$ cat src/rtl/proc_control.sv
// proc_control: multicycle control unit for the 16-bit datapath.
// Sequences fetch/execute through timesteps T0..T3 and decodes the 9-bit
// instruction (III XXX YYY) into register load enables, bus-driver selects
// and the ALU operation. Every output is a combinational decode of the
// timestep, IR and GNZ, and is forced low while Resetn is asserted.
//
// Build option: define PROC_MVNZ_EN to execute opcode 100 as mvnz
// (conditional move on G non-zero). Without it, opcode 100 is a NOP and
// GNZ is ignored.
//
// Handshake: Run is a level request sampled only in T0; when high in T0,
// IRin loads the instruction on the closing edge and execution starts.
// Done marks the final cycle of an instruction; with Run held high the
// next cycle is T0 fetching the following instruction.

module proc_control (
   input  logic       Clock,
   input  logic       Resetn,
   input  logic       Run,
   input  logic [8:0] IR,
   input  logic       GNZ,
   output logic       IRin,
   output logic [7:0] Rin,
   output logic [7:0] Rout,
   output logic       DINout,
   output logic       Gout,
   output logic       Ain,
   output logic       Gin,
   output logic       AddSub,
   output logic       Done,
   output logic [1:0] tstep
);

   typedef enum logic [1:0] {
      T0 = 2'd0,
      T1 = 2'd1,
      T2 = 2'd2,
      T3 = 2'd3
   } tstep_t;

   localparam logic [2:0] OP_MV   = 3'b000;
   localparam logic [2:0] OP_MVI  = 3'b001;
   localparam logic [2:0] OP_ADD  = 3'b010;
   localparam logic [2:0] OP_SUB  = 3'b011;
`ifdef PROC_MVNZ_EN
   localparam logic [2:0] OP_MVNZ = 3'b100;
`endif

   tstep_t     state;
   tstep_t     next_state;
   logic [2:0] opcode;
   logic [7:0] x_sel;
   logic [7:0] y_sel;

`ifndef PROC_MVNZ_EN
   // GNZ only matters for mvnz; keep it referenced so the port stays tidy.
   logic unused_gnz;
   assign unused_gnz = GNZ;
`endif

   assign opcode = IR[8:6];
   assign x_sel  = 8'b0000_0001 << IR[5:3];
   assign y_sel  = 8'b0000_0001 << IR[2:0];
   assign tstep  = state;

   // Timestep register; reset abandons any instruction in flight.
   always_ff @(posedge Clock or negedge Resetn) begin
      if (!Resetn) begin
         state <= T0;
      end else begin
         state <= next_state;
      end
   end

   // Output and next-timestep decode; everything held low during reset.
   always_comb begin
      IRin       = 1'b0;
      Rin        = 8'b0;
      Rout       = 8'b0;
      DINout     = 1'b0;
      Gout       = 1'b0;
      Ain        = 1'b0;
      Gin        = 1'b0;
      AddSub     = 1'b0;
      Done       = 1'b0;
      next_state = T0;
      case (state)
         T0: begin
            IRin       = Run;
            next_state = Run ? T1 : T0;
         end
         T1: begin
            case (opcode)
               OP_MV: begin
                  Rout = y_sel;
                  Rin  = x_sel;
                  Done = 1'b1;
               end
               OP_MVI: begin
                  DINout = 1'b1;
                  Rin    = x_sel;
                  Done   = 1'b1;
               end
               OP_ADD, OP_SUB: begin
                  Rout       = x_sel;
                  Ain        = 1'b1;
                  next_state = T2;
               end
`ifdef PROC_MVNZ_EN
               OP_MVNZ: begin
                  Done = 1'b1;
                  if (GNZ) begin
                     Rout = y_sel;
                     Rin  = x_sel;
                  end
               end
`endif
               default: begin
                  Done = 1'b1;
               end
            endcase
         end
         T2: begin
            Rout       = y_sel;
            Gin        = 1'b1;
            AddSub     = IR[6];
            next_state = T3;
         end
         T3: begin
            Gout = 1'b1;
            Rin  = x_sel;
            Done = 1'b1;
         end
         default: begin
            next_state = T0;
         end
      endcase
      if (!Resetn) begin
         IRin   = 1'b0;
         Rin    = 8'b0;
         Rout   = 8'b0;
         DINout = 1'b0;
         Gout   = 1'b0;
         Ain    = 1'b0;
         Gin    = 1'b0;
         AddSub = 1'b0;
         Done   = 1'b0;
      end
   end

endmodule

$ cat config.mk
export PLATFORM = sky130hd
export DESIGN_NAME = proc_control
export DESIGN_NICKNAME = d
export VERILOG_FILES = /design/src/rtl/proc_control.sv
export SDC_FILE = /design/constraint.sdc
export NUM_CORES = 1
export LEC_CHECK = 0
export CAP_MARGIN = 20
export CORE_MARGIN = 3
export CORE_UTILIZATION = 32
export CTS_CLUSTER_DIAMETER = 150
export DETAILED_ROUTE_END_ITERATION = 7
export PLACE_DENSITY = 0.86
export SKIP_CTS_REPAIR_TIMING = 1
export SLEW_MARGIN = 20
export SYNTH_ARGS = -nofsm -noshare
export SYNTH_HDL_FRONTEND = slang
export SYNTH_SLANG_ARGS = --single-unit
export TNS_END_PERCENT = 10
$ cat constraint.sdc
create_clock -name Clock -period 4.2 [get_ports Clock]
set_input_delay 0.84 -clock Clock [delete_from_list [all_inputs] [get_ports Clock]]
set_output_delay 0.84 -clock Clock [all_outputs]
set_load 0.01 [all_outputs]
==> out/results.ini, run 1 <==
[yosys]
syn_avg_cell_area_um2=7.332
yosys_register_bits=2
synthDistinctLibCells=27
synthCells=57
ys.warnings.count=0
seq_area_frac_synth_pct=11.98
syn-num-nets=74
synth_area_um2=417.9

[grt]
gr-total-overflow=0
grt_pass1_vias=522
grt_use_total_pct=16.70
grt_antenna_before_repair=0
grt_pass1_wl_mm=2.297
grt_start_max_net_pins=17

[sta]
final-hold-violation-count=0
slew_viol_final=0
period_needed_ns=3.589
grt_setup_unrepaired=false
worst_pin_slew_ns=0.3958
setup_violations=0
setup_tns_ns=0
slew_headroom_pct=73.34
fin_ws_ns=0.6111
max_freq_mhz=278.6
whs_ns=0.5931
period_share_pct=85.45
skew_ns=0.001837

[clock_network]
clock_latency_ns=0.22
cts_buffer_depth=2
cts-root-buf=clkbuf_4
htree_levels=1
clk_pin_slew_ns=0.03
numCtsBuffers=3
clock-sinks=2
cts_tree=yes

[power_and_ir_drop]
switching_share_pct=43.39
internal_power_uw=152.7
irDropWorstVdd_v=0.0003146
power_switching_uw=117.0
power.leakage_nw=0.2887
finalPower_uw=269.7
p_per_area_nw_per_um2=328.1
clkPwrFrac_pct=15.4
p_seq_share_pct=15.7
power.share.combinational_pct=68.8

[finish]
layoutNonFillerInstCount=110
largest_reg_flops=2
finalInstanceArea_um2=822.0
antenna_cells=0
area_delta_synth_final_pct=96.71
utilization_pct=70.19
fin_nets=115
nFillCells=118
ff_latch_area_um2=50.05
drive_above_1_share_pct=10.42
multi_input_area_um2=356.6

[run]
maxCapViolations=0

[detailed_routing]
routedWlPerCell_um=12.58
first_pass_iters=4
drt_iter0_markers=3
drt_wl_total_mm=1.384
drc_errors=0
antenna_left=0
num_vias=589
vias_per_cell=5.355

[placed_design]
place_inst=107
place_area_um2=799.5
dp_slack_ns=0.6063
io_buffers=36
place.gp.congestion=0.8028
dp.final_hpwl_mm=1.149

[worst_hold_path]
holdPathStages=1
holdPathEnd=tstep[1]$_DFF_PN0_
hp-class=reg2reg
hold_start=tstep[1]$_DFF_PN0_

[die]
rows=12
die_x_um=42.14
die_h_um=42.14
dieArea_um2=1775
io_pins=38
core_area_um2=1171
start_util_pct=35.68

[worst_setup_path]
cp.required_ns=3.36
cp_slowest_stage_delay_ns=0.59
cp_common_cell=clkdlybuf4s50_1
r2r_cells=4
setup.worst_path.end_class=primary output
timing.rr.end=tstep[1]$_DFF_PN0_
path_delay_family=buffers and inverters
crit_slowest_cell=clkdlybuf4s50_1
cp.depth=6
timing.rr.start=tstep[1]$_DFF_PN0_
path_cells=clkdlybuf4s50_1 > buf_4 > nand2_1 > or3_1 > o32ai_1 > clkdlybuf4s50_1
cp.arrival_ns=2.75
start_kind=input port
path_class=in2out
path_buf_inv=3
cp_max_fo=16
reg2reg_slack_ns=3.09

[status]
outcome=completed

==> layout by cell type, fill, tap and decap left out <==
master           instances
a21oi_1                  1
and2_1                   3
and3_1                   2
and3_2                   1
and3b_2                  1
buf_4                    1
clkbuf_4                 3
clkdlybuf4s50_1         36
dfrtp_1                  2
ha_1                     4
inv_1                    2
nand2_1                  4
nand2b_1                 2
nand3b_1                 1
nand4_1                  2
nand4b_1                 2
nor2_1                   5
nor2b_1                  1
nor3_1                   4
nor3b_1                  1
nor4b_2                  1
o211ai_1                 1
o21ai_0                  4
o22ai_1                  4
o32ai_1                  4
or2_2                    1
or2b_2                   1
or3_1                    1
or3_4                    1
==> routing by layer <==
metal / GRT usage (%) / part of all wire [%] / vias to the layer above / wire, um
met4: 11.18 / 1.1 / 0 / 15
met5: 0 / 0 / - / 0
met2: 26.85 / 47 / 24 / 654
met3: 5.579 / 7.9 / 2 / 110
met1: 18.43 / 44 / 262 / 604
li1: - / - / 301 / -
==> how the worst max path moves through the flow <==
stage	from	to	slack (ns)
2_1_floorplan	IR[6]	Rout[0]	1.73
3_3_place_gp	Resetn	Rout[0]	0.65
3_5_place_dp	Resetn	Rout[0]	0.61
4_1_cts	Resetn	Rout[0]	0.61
5_1_grt	Resetn	Rout[0]	0.45
6_report	Resetn	Rout[0]	0.61
==> cells in the mapped netlist <==
cell	count	area, um2
and3b_2	1	10.01
o211ai_1	1	7.510
o32ai_1	4	35.03
and3_1	2	12.51
nor2_1	5	18.77
and2_1	3	18.77
nor2b_1	1	6.260
nor3b_1	1	7.510
or2b_2	1	8.760
or2_2	1	6.260
and3_2	1	7.510
nand4b_1	2	17.52
or3_1	1	6.260
ha_1	4	50.05
a21oi_1	1	5.000
inv_1	2	7.510
nand2_1	4	15.01
nor3_1	4	20.02
nand3b_1	1	7.510
dfrtp_1	2	50.05
nand2b_1	2	12.51
nor4b_2	1	15.01
or3_4	1	11.26
o21ai_0	4	20.02
clkbuf_1	1	3.750
nand4_1	2	12.51
o22ai_1	4	25.02
==> worst register-to-register path, delay by kind of cell (launching register included) <==
kind / cells / cell delay [ns]
adders and majority gates: 1 / 0.22
DFF: 1 / 0.43
buffers and inverters: 1 / 0.11
AOI/OAI and AO/OA: 1 / 0.16
and+or+nand+nor: 1 / 0.12
==> power groups by stage <==
stage          registers [mW]  logic [mW]  clock network (mW)
4_1_cts                0.0423       0.188              0.0443
6_report               0.0424       0.186              0.0416
3_5_place_dp           0.0421       0.186                   0
2_1_floorplan          0.0447      0.0968                   0
5_1_grt                0.0442       0.207              0.0494
3_3_place_gp           0.0422       0.179                   0
==> area by class of cell <==
type	count	share of cell area, %
timing repair buffer	37	44.75
multi-input combinational	52	43.38
sequential	2	6.088
clock buffer	3	2.740
inverter	2	0.9132
tap	14	2.131
==> cell families after synthesis <==
kind of cell | after synthesis | synth area share (%)
AND/OR/NAND/NOR | 34 | 51.20
buffers and inverters | 3 | 2.694
flip-flops | 2 | 11.98
adder cells (fa/ha/maj) | 4 | 11.98
AO/OA/AOI/OAI | 14 | 22.15
No activity file was read; power rests on OpenSTA's default activity.
==> run 2, diff against run 1 <==
--- a/config.mk
+++ b/config.mk
@@ -11,6 +11,7 @@
 export CTS_CLUSTER_DIAMETER = 150
 export DETAILED_ROUTE_END_ITERATION = 7
 export PLACE_DENSITY = 0.86
+export REMOVE_ABC_BUFFERS = 1
 export SKIP_CTS_REPAIR_TIMING = 1
 export SLEW_MARGIN = 20
 export SYNTH_ARGS = -nofsm -noshare
==> run 2 against run 1 <==
Net effect: fmax grew 0.92%; critical path depth shrank 1; clock skew up 0.0075 ns; clock power increased by 6.2%; worst hold slack got worse by 0.022 ns; non-clock buffer count is the same; power is 0.76% higher; utilization unchanged; wire length up 6.5%; setup slack better by 0.033 ns; design area stayed put; clock-buffer cell count did not move.
==> out/results.ini, run 2 (synthesized netlist as in run 1, its figures left out) <==
[detailed_routing]
first_pass_iters=4
drt_wl_total_mm=1.474
routedWlPerCell_um=13.40
drt_iter0_markers=13
num_vias=613
vias_per_cell=5.573
antenna_left=0
drc_errors=0

[sta]
setup_violations=0
slew_headroom_pct=73.05
max_freq_mhz=281.2
setup_tns_ns=0
skew_ns=0.009353
final-hold-violation-count=0
grt_setup_unrepaired=false
worst_pin_slew_ns=0.4000
slew_viol_final=0
whs_ns=0.5707
period_share_pct=84.67
period_needed_ns=3.556

[die]
dieArea_um2=1775
io_pins=38
die_x_um=42.14
core_area_um2=1171
die_h_um=42.14
start_util_pct=35.68
rows=12

[worst_hold_path]
holdPathEnd=tstep[0]$_DFF_PN0_
holdPathStages=1
hold_start=tstep[1]$_DFF_PN0_
hp-class=reg2reg

[clock_network]
cts_buffer_depth=2
htree_levels=1
cts-root-buf=clkbuf_4
numCtsBuffers=3
clk_pin_slew_ns=0.03
cts_tree=yes
clock-sinks=2
clock_latency_ns=0.23

[worst_setup_path]
crit_slowest_cell=clkdlybuf4s50_1
cp_common_cell=clkdlybuf4s50_1
r2r_cells=4
reg2reg_slack_ns=3.07
setup.worst_path.end_class=primary output
cp.arrival_ns=2.72
timing.rr.end=tstep[1]$_DFF_PN0_
cp.required_ns=3.36
start_kind=input port
cp_max_fo=5
timing.rr.start=tstep[1]$_DFF_PN0_
cp_slowest_stage_delay_ns=0.58
path_cells=clkdlybuf4s50_1 > nand3b_1 > or3_4 > o22ai_1 > clkdlybuf4s50_1
path_class=in2out

[finish]
final_cell_mix=clkdlybuf4s50_1, nor2_1
largest_reg_flops=2
area_delta_synth_final_pct=96.71
drive_above_1_share_pct=10.42
utilization_pct=70.19
final_common_cell=clkdlybuf4s50_1
fin_nets=115
finalInstanceArea_um2=822.0
antenna_cells=0

[placed_design]
place.gp.congestion=0.8074
dp.final_hpwl_mm=1.172
place_area_um2=799.5
io_buffers=36

[grt]
gr-total-overflow=0
grt_use_total_pct=17.47
grt_start_max_net_pins=16
grt_pass1_vias=551
grt_pass1_wl_mm=2.421
grt_antenna_before_repair=0

[run]
maxCapViolations=0

[power_and_ir_drop]
p_per_area_nw_per_um2=330.6
irDropWorstVdd_v=0.0003250
power.leakage_nw=0.2887

[status]
outcome=completed

==> run 2: layer usage <==
metal	vias to the layer above	routed length, um	GRT usage (%)
met1	271	599	18.89
li1	300	-	-
met5	-	0	0
met2	38	677	29.32
met4	0	30	11.18
met3	4	166	5.150
==> run 2: layout make-up <==
| class | count | area [um2] |
|---|---|---|
| Timing Repair Buffer | 37 | 367.9 |
| Multi-Input combinational cell | 52 | 356.6 |
| Fill cell | 109 | 349.1 |
| Sequential cell | 2 | 50.05 |
| Clock buffer | 3 | 22.52 |
| Tap cell | 14 | 17.52 |
| Inverter | 2 | 7.507 |
==> run 2: critical path: cells and delay by family <==
family | cells | cell delay, ns
AOI/OAI and AO/OA | 1 | 0.19
buffers and inverters | 2 | 1.06
and+or+nand+nor | 2 | 0.62
==> run 2: worst max path at each step <==
| stage | startpoint | to | depth (start not counted) |
|---|---|---|---|
| after floorplan | IR[6] | Rout[0] | 3 |
| after global placement | IR[8] | Rout[1] | 5 |
| after detailed placement | IR[7] | Rin[5] | 5 |
| after CTS | IR[8] | Rout[1] | 5 |
| after global routing | IR[7] | Rin[0] | 5 |
| final | IR[8] | Rout[1] | 5 |
==> run 2: power breakdown <==
part	leakage [nW]	switching (mW)	internal [mW]	total, mW
registers	0.0259	0.0132	0.0290	0.0422
clock network	0.0138	0.0126	0.0317	0.0442
logic	0.249	0.0933	0.0921	0.185
total	0.289	0.119	0.153	0.272
==> run 2: stage by stage <==
step | setup slack [ns] | power, mW | cells
global route | 0.5324 | 0.2977 | 110
CTS | 0.6679 | 0.2741 | 110
global placement | 0.6852 | 0.2217 | 107
floorplan | 1.734 | 0.1407 | 56
finish | 0.6437 | 0.2717 | 110
detailed placement | 0.6772 | 0.2240 | 107
==> run 3, diff against run 2 <==
--- a/config.mk
+++ b/config.mk
@@ -7,10 +7,10 @@
 export LEC_CHECK = 0
 export CAP_MARGIN = 20
 export CORE_MARGIN = 3
-export CORE_UTILIZATION = 32
+export CORE_UTILIZATION = 27
 export CTS_CLUSTER_DIAMETER = 150
 export DETAILED_ROUTE_END_ITERATION = 7
-export PLACE_DENSITY = 0.86
+export PLACE_DENSITY = 0.78
 export REMOVE_ABC_BUFFERS = 1
 export SKIP_CTS_REPAIR_TIMING = 1
 export SLEW_MARGIN = 20
==> constraint.sdc (replaced) <==
create_clock -name Clock -period 3.25 [get_ports Clock]
set_input_delay 0.65 -clock Clock [delete_from_list [all_inputs] [get_ports Clock]]
set_output_delay 0.65 -clock Clock [all_outputs]
set_load 0.01 [all_outputs]
==> run 3 against run 2 <==
Net effect: via count down 2.6%; sequential share of layout area is 0.17 points lower; non-clock buffer count up 1; clock-buffer cell count unchanged; cell count is 1.8% higher; wire length up 1.8%; power is 30% higher; clock skew fell by 0.0011 ns; first-iteration DRC count down 15%; clock power rose by 26%; worst hold slack better by 0.0084 ns; critical path type unchanged; critical endpoint is now Rout[0]; highest routed layer unchanged.
==> out/results.ini, run 3 (synthesized netlist as in run 1, its figures left out) <==
[worst_setup_path]
path_class=in2out
cp.arrival_ns=2.54
r2r_cells=4
timing.rr.start=tstep[1]$_DFF_PN0_
start_kind=input port
setup.worst_path.end_class=primary output
cp.required_ns=2.60
reg2reg_slack_ns=2.15
timing.rr.end=tstep[1]$_DFF_PN0_
cp_max_fo=5

[status]
outcome=completed

[die]
dieArea_um2=2056
die_x_um=45.34
io_pins=38
core_area_um2=1383
rows=13
die_h_um=45.34
start_util_pct=30.23

[placed_design]
dp_slack_ns=0.08555
io_buffers=36
place_inst=109
dp.final_hpwl_mm=1.177
place.gp.congestion=0.7607

[finish]
largest_reg_flops=2
fin_nets=116
final_common_cell=clkdlybuf4s50_1
antenna_cells=0
area_delta_synth_final_pct=102.4
drive_above_1_share_pct=13.40
final_cell_mix=clkdlybuf4s50_1, nor2_1
layoutNonFillerInstCount=112

[grt]
gr-usage-met3_pct=2.789
grt-busiest-layer=met2
grt_pass1_vias=539
use_met1_pct=19.19
gr-total-overflow=0
grt_antenna_before_repair=0
grt.met2_usage_pct=24.01
grt_use_total_pct=15.25
grt_start_max_net_pins=16
grt_pass1_wl_mm=2.270

[detailed_routing]
antenna_left=0
drc_errors=0
num_vias=597
first_pass_iters=4
drt_iter0_markers=11
vias_per_cell=5.330
routedWlPerCell_um=13.40
drt_wl_total_mm=1.501

[sta]
worst_pin_slew_ns=0.4080
grt_setup_unrepaired=false
setup_violations=0
period_share_pct=98.09
slew_viol_final=0
final-hold-violation-count=0
skew_ns=0.008299
max_freq_mhz=313.7
setup_tns_ns=0
whs_ns=0.5791
fin_ws_ns=0.06197
period_needed_ns=3.188
slew_headroom_pct=72.51

[clock_network]
clock_latency_ns=0.23
numCtsBuffers=3
cts_buffer_depth=2
htree_levels=1
cts_tree=yes
cts-root-buf=clkbuf_4
clk_pin_slew_ns=0.03
clock-sinks=2

[worst_hold_path]
hp-class=reg2reg
holdPathEnd=tstep[1]$_DFF_PN0_
holdPathStages=1
hold_start=tstep[1]$_DFF_PN0_

[power_and_ir_drop]
irDropWorstVdd_v=0.0003632
p_per_area_nw_per_um2=417.8
power.leakage_nw=0.3148

[run]
maxCapViolations=0

-- run 3: critical path, cell delays in order --
cell and delay, ns:
clkdlybuf4s50_1 0.50, nor4b_2 0.33, nor2_1 0.14, o32ai_1 0.32, clkdlybuf4s50_1 0.60
-- run 3: report_power, final --
part           internal, mW  switching [mW]  total (mW)
clock network        0.0408          0.0151      0.0559
logic                 0.121           0.122       0.243
registers            0.0375          0.0171      0.0546
total                 0.199           0.154       0.353
-- run 3: how the worst max path moves through the flow --
stage,startpoint,endpoint,cells after the start
after floorplan,tstep[1]$_DFF_PN0_,Rout[0],5
after global placement,IR[8],Rout[0],5
after detailed placement,IR[8],Rout[5],5
after CTS,IR[8],Rout[5],5
after global routing,IR[7],Rout[0],5
final,IR[7],Rout[0],5
-- run 3: per-stage QoR --
stage / utilization, % / power (mW) / instance area (um2)
2_1_floorplan: - / 0.1818 / 414.1
3_3_place_gp: 58.46 / 0.2883 / 808.3
3_5_place_dp: 58.46 / 0.2914 / 808.3
4_1_cts: 60.09 / 0.3545 / 830.8
5_1_grt: 61.18 / 0.3883 / 845.8
6_report: 61.18 / 0.3533 / 845.8
-- run 3: area by class of cell --
cell class,instances,area [um2]
fill,140,536.8
timing repair buffer,38,377.9
multi-input combinational,52,369.1
sequential,2,50.05
clock buffer,3,22.52
tap,15,18.77
inverter,2,7.507
-- run 3: routing by layer --
layer | routed length (um) | vias up | part of all wire [%]
met5 | 0 | - | 0
met4 | 23 | 0 | 1.5
met3 | 104 | 4 | 6.9
met2 | 680 | 29 | 45
met1 | 692 | 263 | 46
li1 | - | 301 | -
